**src/rtl/arm_pkg.sv**
```systemverilog
// Shared definitions for the ARM datapath: condition mnemonics and NZCV bit positions.
// Pure declarations; no logic, no latency.
// No flow control involved.
package arm_pkg;

    // Instruction condition field, bits [31:28]
    typedef enum logic [3:0] {
        COND_EQ = 4'b0000,  // Z
        COND_NE = 4'b0001,  // !Z
        COND_CS = 4'b0010,  // C
        COND_CC = 4'b0011,  // !C
        COND_MI = 4'b0100,  // N
        COND_PL = 4'b0101,  // !N
        COND_VS = 4'b0110,  // V
        COND_VC = 4'b0111,  // !V
        COND_HI = 4'b1000,  // C & !Z
        COND_LS = 4'b1001,  // !C | Z
        COND_GE = 4'b1010,  // N == V
        COND_LT = 4'b1011,  // N != V
        COND_GT = 4'b1100,  // !Z & (N == V)
        COND_LE = 4'b1101,  // Z | (N != V)
        COND_AL = 4'b1110,  // always
        COND_NV = 4'b1111   // treated as always, no trap
    } cond_e;

    // Bit positions inside the 4-bit {N,Z,C,V} flag vector
    localparam int FLAG_N = 3;
    localparam int FLAG_Z = 2;
    localparam int FLAG_C = 1;
    localparam int FLAG_V = 0;

endpackage

```
**src/rtl/cond_check.sv**
```systemverilog
// Condition evaluator: decides whether an instruction's Cond field passes against NZCV.
// Purely combinational, zero latency.
// No backpressure; output follows inputs every cycle.
module cond_check
    import arm_pkg::*;
(
    input  logic [3:0] i_cond,
    input  logic [3:0] i_flags,
    output logic       o_cond_ex
);

    logic w_n;
    logic w_z;
    logic w_c;
    logic w_v;
    logic w_ge;

    assign w_n  = i_flags[FLAG_N];
    assign w_z  = i_flags[FLAG_Z];
    assign w_c  = i_flags[FLAG_C];
    assign w_v  = i_flags[FLAG_V];
    // Signed greater-or-equal is shared by GE/LT/GT/LE
    assign w_ge = (w_n == w_v);

    // Map each condition mnemonic onto its flag expression
    always_comb begin
        o_cond_ex = 1'b1;
        case (cond_e'(i_cond))
            COND_EQ: o_cond_ex = w_z;
            COND_NE: o_cond_ex = ~w_z;
            COND_CS: o_cond_ex = w_c;
            COND_CC: o_cond_ex = ~w_c;
            COND_MI: o_cond_ex = w_n;
            COND_PL: o_cond_ex = ~w_n;
            COND_VS: o_cond_ex = w_v;
            COND_VC: o_cond_ex = ~w_v;
            COND_HI: o_cond_ex = w_c & ~w_z;
            COND_LS: o_cond_ex = ~w_c | w_z;
            COND_GE: o_cond_ex = w_ge;
            COND_LT: o_cond_ex = ~w_ge;
            COND_GT: o_cond_ex = ~w_z & w_ge;
            COND_LE: o_cond_ex = w_z | ~w_ge;
            // AL and the unused 1111 encoding both execute unconditionally
            default: o_cond_ex = 1'b1;
        endcase
    end

endmodule

```
**src/rtl/cond_unit.sv**
```systemverilog
// Conditional-execution unit: NZCV register, enable gating, saturating exec/skip counters.
// Enables are combinational from Cond/Flags/Valid; flags and counters update one edge later.
// No backpressure; a failed condition squashes writes, branch and flag updates.
module cond_unit
    import arm_pkg::*;
#(
    parameter int CNT_W = 32
) (
    input  logic             clk,
    input  logic             reset,
    input  logic             Valid,
    input  logic [3:0]       Cond,
    input  logic [3:0]       ALUFlags,
    input  logic [1:0]       FlagW,
    input  logic             PCS,
    input  logic             RegW,
    input  logic             MemW,
    input  logic             NoWrite,
    input  logic             CntClr,
    output logic             PCSrc,
    output logic             RegWrite,
    output logic             MemWrite,
    output logic             CondEx,
    output logic [3:0]       Flags,
    output logic [CNT_W-1:0] ExecCount,
    output logic [CNT_W-1:0] SkipCount
);

    localparam logic [CNT_W-1:0] CNT_MAX = {CNT_W{1'b1}};

    logic [3:0]       r_flags;
    logic [CNT_W-1:0] r_exec_cnt;
    logic [CNT_W-1:0] r_skip_cnt;
    logic             w_cond_ex;
    logic             w_ok;

    // Condition is judged on the stored flags only, so ALUFlags never reaches an output
    cond_check u_cond_check (
        .i_cond    (Cond),
        .i_flags   (r_flags),
        .o_cond_ex (w_cond_ex)
    );

    assign w_ok = w_cond_ex & Valid;

    assign CondEx    = w_cond_ex;
    assign PCSrc     = PCS & w_ok;
    // Compare/test instructions set flags but never write a destination register
    assign RegWrite  = RegW & w_ok & ~NoWrite;
    assign MemWrite  = MemW & w_ok;
    assign Flags     = r_flags;
    assign ExecCount = r_exec_cnt;
    assign SkipCount = r_skip_cnt;

    // NZCV register: N,Z and C,V halves load independently, only for instructions that execute
    always_ff @(posedge clk or posedge reset) begin
        if (reset) begin
            r_flags <= 4'b0000;
        end else begin
            if (FlagW[1] && w_ok) begin
                r_flags[FLAG_N] <= ALUFlags[FLAG_N];
                r_flags[FLAG_Z] <= ALUFlags[FLAG_Z];
            end
            if (FlagW[0] && w_ok) begin
                r_flags[FLAG_C] <= ALUFlags[FLAG_C];
                r_flags[FLAG_V] <= ALUFlags[FLAG_V];
            end
        end
    end

    // Debug counters: clear wins over increment, and both stick at all-ones instead of wrapping
    always_ff @(posedge clk or posedge reset) begin
        if (reset) begin
            r_exec_cnt <= '0;
            r_skip_cnt <= '0;
        end else if (CntClr) begin
            r_exec_cnt <= '0;
            r_skip_cnt <= '0;
        end else if (Valid) begin
            if (w_cond_ex) begin
                if (r_exec_cnt != CNT_MAX) begin
                    r_exec_cnt <= r_exec_cnt + CNT_W'(1);
                end
            end else begin
                if (r_skip_cnt != CNT_MAX) begin
                    r_skip_cnt <= r_skip_cnt + CNT_W'(1);
                end
            end
        end
    end

endmodule

```
**config.mk**
```make
export PLATFORM = sky130hd
export DESIGN_NAME = cond_unit
export DESIGN_NICKNAME = d
export VERILOG_FILES = /design/src/rtl/arm_pkg.sv /design/src/rtl/cond_check.sv /design/src/rtl/cond_unit.sv
export SDC_FILE = /design/constraint.sdc
export NUM_CORES = 1
export LEC_CHECK = 0
export ABC_CLOCK_PERIOD_IN_PS = 2300
export BUFFER_PORTS_ARGS = -buffer_cell sky130_fd_sc_hd__buf_2
export CAP_MARGIN = 20
export CORE_MARGIN = 8
export CORE_UTILIZATION = 45
export DETAILED_ROUTE_END_ITERATION = 10
export GPL_TIMING_DRIVEN = 0
export PLACE_DENSITY = 0.71
export SLEW_MARGIN = 20
export SYNTH_ARGS = -nofsm -noshare
export SYNTH_HDL_FRONTEND = slang
export SYNTH_SLANG_ARGS = --single-unit
```
**constraint.sdc**
```tcl
create_clock -name clk -period 2.3 [get_ports clk]
set_input_delay 0.115 -clock clk [delete_from_list [all_inputs] [get_ports clk]]
set_output_delay 0.115 -clock clk [all_outputs]
set_load 0.03 [all_outputs]
```
# ---- Word level (Yosys, flattened, before mapping)
# Cells that the tools add are included.
dict set report word_totals {
  regBits 68
  latchBits 0
  ram_bits 0
  rom_bits 0
  inputBits 18
  out_inout_bits 72
  elab_cells 56
  memories 0
}
dict set report op_classes {
  n_addsub 2
  n_mul 0
  n_div 0
  n_lt_le_gt_ge 0
  n_eq_ne 17
  n_shift 0
  muxes 9
  bitwise_logic 15
  reduce_logical 9
}
# operator count
set op_table {}
lappend op_table {{32-bit 2-to-1 mux} 8}
lappend op_table {{32-bit by 1-bit adder with 32-bit output, second input constant} 2}
lappend op_table {{32-bit inequality test, second input constant} 2}
lappend op_table {{4-bit == test, second input constant} 6}
lappend op_table {{4-bit by 3-bit == test with 1-bit output, second input constant} 4}
lappend op_table {{1-bit one-hot mux with 14 select lines} 1}
lappend op_table {{4-bit by 2-bit == test with 1-bit output, second input constant} 2}
lappend op_table {{2-bit nonzero test} 4}
lappend op_table {{1-bit AND} 7}
lappend op_table {{1-bit NOT} 6}
lappend op_table {{3-bit AND reduction} 2}
lappend op_table {{4-bit by 1-bit == test with 1-bit output, second input constant} 1}
lappend op_table {{4-bit logical NOT} 1}
lappend op_table {{1-bit logical AND} 2}
lappend op_table {{2-bit inequality test, second input constant} 1}
lappend op_table {{1-bit bitwise OR} 2}
lappend op_table {{1-bit == test} 1}

# ---- Logic depth before layout (Yosys ltp)
# Gate-level depths: netlist of run 1.
dict set report depth {
  ltp_word 7
  depth_mapped 9
  mapped_depth_nobuf 7
}

# ---- By module
# A second synthesis of run 1 with hierarchy kept.
dict set report hier_totals {
  cells_unflattened 431
  area_unflattened_um2 3936.3
}
# module n_inst cells_each area_each_um2 seq_area_each_um2
set modules_own_cells {}
lappend modules_own_cells {cond_unit 1 408 3771.1 1701.6}
lappend modules_own_cells {cond_check 1 23 165.2 0.0}

# ---- Worst setup path before layout of run 1
# OpenSTA, ideal clock, no wires.
dict set report synth_timing {
  path_kind {flip-flop to flip-flop}
  start {register r_exec_cnt[0] (netlist: ExecCount[0])}
  end {register r_exec_cnt[15] (netlist: ExecCount[15])}
  setup_ns 0.128
  arrival_time_ns 2.419
  required_ns 2.172
  path_slack_ns -0.247
  stages_incl_launch_ff 9
  path_buffers 1
  period_less_slack_ns 2.547
  path_cell_list {dfrtp_1 > ha_1 > and4_1 > nand4_1 > or4_1 > nand2_1 > buf_2 > nor3_1 > mux2_1}
}
dict set report synth_via {
  elab_chain_cells 5
  word_cells_on_any_way 8
  classes_between {1 x add/sub; 1 x eq/ne; 4 x mux; 2 x reduce/logical}
}
# element line_no
set synth_lines {}
lappend synth_lines {{from (decl)} cond_unit.sv:32} ;# logic [CNT_W-1:0] r_exec_cnt;
lappend synth_lines {{from (signal assigned)} cond_unit.sv:82} ;# r_exec_cnt <= r_exec_cnt + CNT_W'(1);
lappend synth_lines {{32-bit by 1-bit adder with 32-bit output} cond_unit.sv:82}
lappend synth_lines {{32-bit 2-to-1 mux} cond_unit.sv:81} ;# if (r_exec_cnt != CNT_MAX) begin
lappend synth_lines {{32-bit 2-to-1 mux} cond_unit.sv:80} ;# if (w_cond_ex) begin
lappend synth_lines {{32-bit 2-to-1 mux} cond_unit.sv:79} ;# end else if (Valid) begin
lappend synth_lines {{32-bit 2-to-1 mux} cond_unit.sv:76} ;# end else if (CntClr) begin
# Parallel ways exist; a longest one is shown, timed or not. The select of a mux whose other input is x is not followed.
# A chain may end at the register's enable or synchronous reset.

# ---- Worst setup path after layout of run 1
dict set report layout_timing {
  start {register r_flags[2] (netlist: Flags[2])}
  end {output port RegWrite}
}
dict set report layout_via {
  elab_chain_cells 6
  word_cells_on_any_way 9
  classes_between {1 x mux; 8 x bitwise}
}
# element line_no
set layout_lines {}
lappend layout_lines {{from (decl)} cond_unit.sv:31} ;# logic [3:0] r_flags;
lappend layout_lines {{from (signal, indexed assignment)} cond_unit.sv:61} ;# r_flags[FLAG_N] <= ALUFlags[FLAG_N];
lappend layout_lines {{from (signal, indexed assignment)} cond_unit.sv:62} ;# r_flags[FLAG_Z] <= ALUFlags[FLAG_Z];
lappend layout_lines {{from (signal, indexed assignment)} cond_unit.sv:65} ;# r_flags[FLAG_C] <= ALUFlags[FLAG_C];
lappend layout_lines {{1-bit NOT} {cond_check.sv:30, cond_check.sv:37, cond_check.sv:41}}
lappend layout_lines {{1-bit AND, on equally long branches} {cond_check.sv:41, cond_check.sv:37}}
lappend layout_lines {{1-bit one-hot mux with 14 select lines *} cond_check.sv:28} ;# case (cond_e'(i_cond))
lappend layout_lines {{1-bit AND *} cond_unit.sv:44} ;# assign w_ok = w_cond_ex & Valid;
lappend layout_lines {{1-bit AND * (2 in series)} cond_unit.sv:49} ;# assign RegWrite = RegW & w_ok & ~NoWrite;
lappend layout_lines {{to (decl)} cond_unit.sv:21} ;# output logic RegWrite,
# Mark *: on every way between the ends. The rest lies on a longest branch, timed or not.

==> results of run 1 <==
## path summary, 6_finish.rpt
path	end	cells past startpoint	startpoint
worst max-delay path	RegWrite	9	Flags[2]
worst min-delay path	Flags[1]	3	FlagW[0]
worst max register to register	SkipCount[23]	12	Flags[2]
worst min register to register	SkipCount[31]	1	SkipCount[31]
max in group asynchronous	Flags[3]	4	reset
min in group asynchronous	ExecCount[8]	3	reset
## cell type report
cell class | instances | area [sq um]
fill | 710 | 3075
buffer | 29 | 279.0
timing repair buffer | 126 | 843.3
clock inverter | 5 | 75.07
clock buffer | 11 | 141.4
inverter | 5 | 21.27
sequential | 68 | 1717
tap | 111 | 138.9
multi-input combinational | 355 | 2774
## cell families (layout without fill, tap and decap cells)
kind of cell	count (synthesis)	after routing	synth area share (%)
AOI/OAI and AO/OA	97	97	14.71
buffers and inverters	35	176	3.495
xor gates and xnor gates	6	6	1.277
DFF	68	68	41.34
adders and majority gates	2	2	0.6078
muxes	24	24	6.535
and+or+nand+nor	226	226	32.04
## registers in the layout, summed over array words and instances, names as in the netlist
name       cells
SkipCount     32
Flags          4
ExecCount     32
## per-stage QoR
| step | utilization, % | setup WS (ns) | power (mW) | instance area (sq um) |
|---|---|---|---|---|
| finish | 66.07 | -0.1353 | 3.927 | 5989 |
| global route | 66.07 | -0.2609 | 4.058 | 5989 |
| CTS | 57.79 | -0.1363 | 3.534 | 5239 |
| detailed placement | 52.31 | -0.3295 | 2.197 | 4742 |
| global placement | 51.98 | -0.6718 | 2.168 | 4712 |
| floorplan | - | -0.01764 | 1.884 | 4133 |
## critical path, stage by stage, from the launching register on
cell and delay, ns:
dfrtp_2 0.44, mux2i_2 0.20, xor2_1 0.19, o32ai_2 0.10
a221oi_2 0.29, inv_2 0.10, clkbuf_16 0.16, clkbuf_16 0.14
and4b_2 0.20, buf_6 0.14
## power by group through the flow
stage               logic, mW  registers (mW)  clock network [mW]
finish                   1.49            1.33                1.11
global route             1.55            1.33                1.17
CTS                      1.10            1.32                1.12
detailed placement      0.860            1.34                   0
global placement        0.839            1.33                   0
floorplan               0.469            1.42                   0
## what timing repair did
action / 4_1_cts / 5_1_grt
setup endpoints to repair: 68 / 71
hold buffers: 5 / 0
buffers inserted: 11 / 18
resized for setup: 41 / 139
pin swaps: 7 / 33
cloned: 0 / 3
hold endpoints to repair: 72 / 0
## layout by cell type (no fill, tap or decap), types with 10 or more instances in the layout
master and count:
nand2_1 21, buf_4 29, nand3_1 25, and3_1 17, nand4_1 30, buf_2 84
nor2b_1 21, clkbuf_8 10, buf_6 10, or4_1 18, mux2_2 19, nor2_1 26
a21oi_2 14, a21oi_1 28, and4_1 10, dfrtp_1 56, dfrtp_2 12, o31ai_1 18
clkbuf_1 14
## metal layers
layer	track usage (%)	wire, um
met5	0	0
met4	6.837	337
met3	5.141	938
met2	36.55	7208
met1	25.33	5730
==> metrics.cfg, run 1 <==
[routing]
drt-pass1-iter-count = 5
drc = 0
vias_per_cell = 6.338
num_vias = 4500
drtIter0Drc = 252
ant_nets = 0
wl_per_cell_um = 20.02
routed_wl_um = 14210

[yosys]
synth_cells = 458
yosysTopAreaCellShare_pct = 41.34
synth_cell_types = 45
ys_seq_elements = 68
synth_area_leader_cell = dfrtp_1
yosys_warnings = 0
ys_seq_area_share_pct = 41.34
syn-num-nets = 478
synthTopCellsByCount = dfrtp_1, a21oi_1, nand4_1
ys_async_sr_fraction_pct = 100.0
netlist_top_cells_area = dfrtp_1, mux2_2, a21oi_1
synthesis.area_sq_um = 4116
ys.flop_type = dfrtp_1
synth.most_common_cell = dfrtp_1
synth-edff-count = 0
avgSynthCellArea_sq_um = 8.988

[critical_path]
worst_ep_required_time_ns = 2.18
end_kind = primary output
reg2reg_setup_slack_ns = -0.10
arrival_ns = 2.32
cp_max_fo = 6
startpoint_type = flop
crit_type = flop to primary output

[power_and_ir_drop]
peakVddDrop_mv = 0.5174
intPower_mw = 2.541
swShare_pct = 35.31
p_per_area_nw_per_um2 = 655.7
combPwrFrac_pct = 38.0
p_clk_share_pct = 28.2
p_seq_share_pct = 33.9
p_sw_mw = 1.387
leakage_nw = 2.549

[sta]
setup_violations = 34
worstMarginPinSlew_ns = 0.7341
rsz0062_at_grt = yes
final.setup.tns_ns = -1.803
min_period_over_period_pct = 105.9
timing.final.ws_setup_ns = -0.1353
fin_hold_ws_ns = 0.1195
finalHoldViolCount = 0
final_max_slew_viol_count = 0
max_freq_ghz = 0.4106
skew_ns = 0.01058
maxSlewHeadroom_pct = 51.06
layout_min_cycle_time_ns = 2.435

[floorplanning]
die_x_um = 111.6
initial_core_util_pct = 45.41
die_area_sq_um = 12460
core_sq_um = 9065
rows = 35
io_pins = 90
die_h_um = 111.6

[grt]
grt_pass1_wl_um = 21870
gr-usage-all-layers_pct = 21.19
grt_max_degree = 56
antenna_found_initial = 0
first_global_vias = 4404
grt-ovfl-total = 0

[finish]
area_growth_pct = 45.50
drive_above_1_share_pct = 45.08
layout.cells.non_filler = 710
antenna_cells = 0
fin_nets = 614

[clock_network]
path_clk_slew_ns = 0.07
numCtsBuffers = 9
cts_root_buffer = clkbuf_8
h-tree-depth = 3
cts_tree = done
insertion_delay_ns = 0.36
cts.sinks = 68
cts_buffer_depth = 2

[status]
violations = setup timing
outcome = complete, but fails checks

[job]
drv_cap = 0

[place]
gp_routability_congestion = 0.8825
dp_cells = 658
place_hpwl_um = 9063
port_buffers = 88

[min_path]
min_path_type = input port to flop

Power figures use the tool's default switching activity.
==> run 2: changes to the inputs <==
BUFFER_PORTS_ARGS = not set   (was -buffer_cell sky130_fd_sc_hd__buf_2)
DONT_BUFFER_PORTS = 1   (was not set)
PLACE_DENSITY = not set   (was 0.71)
TNS_END_PERCENT = 1   (was not set)
==> metrics.cfg, run 2 (same netlist as run 1, synthesis figures left out) <==
[critical_path]
crit_type = flop to primary output  ; unchanged
arrival_ns = 2.46  ; was 2.32 ns
cp_max_fo = 5  ; was 6
worst_ep_required_time_ns = 2.18  ; about the same
critPathBufInv = 3  ; was 4
r2r_end = SkipCount[6]  ; was SkipCount[23]
r2r_cells = 9  ; was 12
reg2reg_setup_slack_ns = -0.22  ; was -0.10 ns
startpoint_type = flop  ; unchanged
r2r-start = Flags[0]  ; was Flags[2]
critPathCapture = RegWrite  ; unchanged
crit_chain = xor2_1 > o21ai_1 > o31ai_1 > a221oi_2 > inv_2 > clkbuf_16 > clkbuf_16 > and4b_2  ; was mux2i_2 > xor2_1 > o32ai_2 > a221oi_2 > inv_2 > clkbuf_16 > clkbuf_16 > and4b_2 > buf_6
slowest_stage = dfrtp_2  ; unchanged
cp_top_family = compound AO/OA/AOI/OAI gates  ; was buffers and inverters
cp_common_cell = clkbuf_16  ; unchanged
end_kind = primary output  ; unchanged
slowest_delay_ns = 0.51  ; was 0.44 ns
cp-startpoint = Flags[0]  ; was Flags[2]
critical_path_depth = 8  ; was 9

[floorplanning]
die_area_sq_um = 12460  ; unchanged
initial_core_util_pct = 45.41  ; unchanged
die_h_um = 111.6  ; unchanged
io_pins = 90  ; unchanged
rows = 35  ; unchanged
core_sq_um = 9065  ; unchanged
die_x_um = 111.6  ; unchanged

[sta]
layout_min_cycle_time_ns = 2.578  ; was 2.435 ns
skew_ns = 0.01042  ; was 0.01058 ns
final.setup.tns_ns = -8.260  ; was -1.803 ns
worstMarginPinSlew_ns = 0.6696  ; was 0.7341 ns
finalHoldViolCount = 0  ; unchanged
min_period_over_period_pct = 112.1  ; was 105.9%
rsz0062_at_grt = yes  ; unchanged
max_freq_ghz = 0.3879  ; was 0.4106 GHz
maxSlewHeadroom_pct = 55.36  ; was 51.06%
timing.final.ws_setup_ns = -0.2778  ; was -0.1353 ns
final_max_slew_viol_count = 0  ; unchanged
setup_violations = 65  ; was 34

[routing]
routed_wl_um = 12900  ; was 14210 um
ant_nets = 0  ; unchanged
drc = 0  ; unchanged
num_vias = 3845  ; was 4500
vias_per_cell = 6.419  ; was 6.338
wl_met3_um = 987  ; was 938 um
drt-pass1-iter-count = 4  ; was 5
drtIter0Drc = 221  ; was 252
top_layer_used = met4  ; unchanged
wirelength_met1_um = 5307  ; was 5730 um
wl_per_cell_um = 21.53  ; was 20.02 um
met2_length_um = 6453  ; was 7208 um

[clock_network]
insertion_delay_ns = 0.36  ; about the same
numCtsBuffers = 9  ; unchanged
cts_root_buffer = clkbuf_8  ; unchanged
path_clk_slew_ns = 0.07  ; about the same
h-tree-depth = 3  ; unchanged
cts_buffer_depth = 2  ; unchanged
cts.sinks = 68  ; unchanged
cts_tree = done  ; unchanged

[place]
port_buffers = 0  ; was 88
place_ws_ns = -0.6324  ; was -0.3295 ns
gp_routability_congestion = 0.8463  ; was 0.8825
place_hpwl_um = 8973  ; was 9063 um

[grt]
grt_max_degree = 53  ; was 56
first_global_vias = 3890  ; was 4404
grt_pass1_wl_um = 21050  ; was 21870 um
antenna_found_initial = 0  ; unchanged
grt-ovfl-total = 0  ; unchanged
gr-usage-all-layers_pct = 21.10  ; was 21.19%

[finish]
antenna_cells = 0  ; unchanged
drive_above_1_share_pct = 23.57  ; was 45.08%
fin_nets = 503  ; was 614
final_common_cell = dfrtp_1  ; was buf_2
area_growth_pct = 17.63  ; was 45.50%
layout_common_cells = dfrtp_1, a21oi_1, nand4_1  ; was buf_2, dfrtp_1, nand4_1

[status]
violations = setup timing  ; unchanged
outcome = complete, but fails checks  ; unchanged

[min_path]
min_path_type = input port to flop  ; unchanged

[power_and_ir_drop]
p_per_area_nw_per_um2 = 691.5  ; was 655.7 nW/um^2
leakage_nw = 1.802  ; was 2.549 nW
peakVddDrop_mv = 0.3715  ; was 0.5174 mV

[job]
drv_cap = 0  ; unchanged

[run 2: worst min path at each step]
stage,start,end,slack [ns],cells past startpoint
finish,Valid,SkipCount[12],0.02,3
global route,Valid,SkipCount[12],0.03,3
CTS,Valid,SkipCount[12],0.008,3
detailed placement,reset,SkipCount[1],-0.05,1
global placement,ALUFlags[1],Flags[1],0.27,1
floorplan,ALUFlags[0],Flags[0],0.27,1
[run 2: worst reg2reg max path, cell delays in order (launching register included)]
cell and delay [ns]:
dfrtp_2 0.51, xor2_1 0.20, o21ai_1 0.12, o31ai_1 0.09, a221oi_2 0.45, inv_2 0.12, clkbuf_2 0.25, buf_2 0.26
o31ai_1 0.28, a21oi_1 0.10
[run 2: layout make-up]
cell class | instances | area [sq um]
sequential | 68 | 1729
clock inverter | 7 | 67.56
clock buffer | 9 | 123.9
multi-input combinational | 355 | 2389
tap | 111 | 138.9
inverter | 5 | 21.27
buffer | 30 | 214.0
timing repair buffer | 14 | 158.9
fill | 852 | 4223
[run 2: timing repair]
item | CTS | global route
endpoints found under the setup margin | 72 | 72
setup buffers | 5 | 1
pin swaps | 17 | 6
endpoints found under the hold margin | 72 | 0
resized for setup | 59 | 16
gates cloned | 1 | 0
hold buffers | 6 | 0
[run 2: layer usage]
layer,global-route usage (%),vias to the layer above
met5,0,-
met4,6.016,0
met3,7.955,11
met2,35.82,105
met1,24.23,1905
li1,-,1824
[run 2: per-stage QoR]
stage / instances / instance area (sq um) / hold slack (ns) / power [mW] / util, %
after floorplan: 458 / 4129 / 0.2654 / 1.880 / -
after global placement: 569 / 4268 / 0.2675 / 2.109 / 47.08
after detailed placement: 570 / 4298 / -0.05213 / 2.129 / 47.41
after CTS: 598 / 4810 / 0.008212 / 3.350 / 53.06
after global routing: 599 / 4842 / 0.02832 / 3.492 / 53.42
final: 599 / 4842 / 0.02349 / 3.348 / 53.42
[run 2: power breakdown]
group	internal, mW	total (mW)	switching [mW]
Combinational	0.369	0.928	0.560
Sequential	1.25	1.43	0.178
Clock	0.494	0.993	0.498
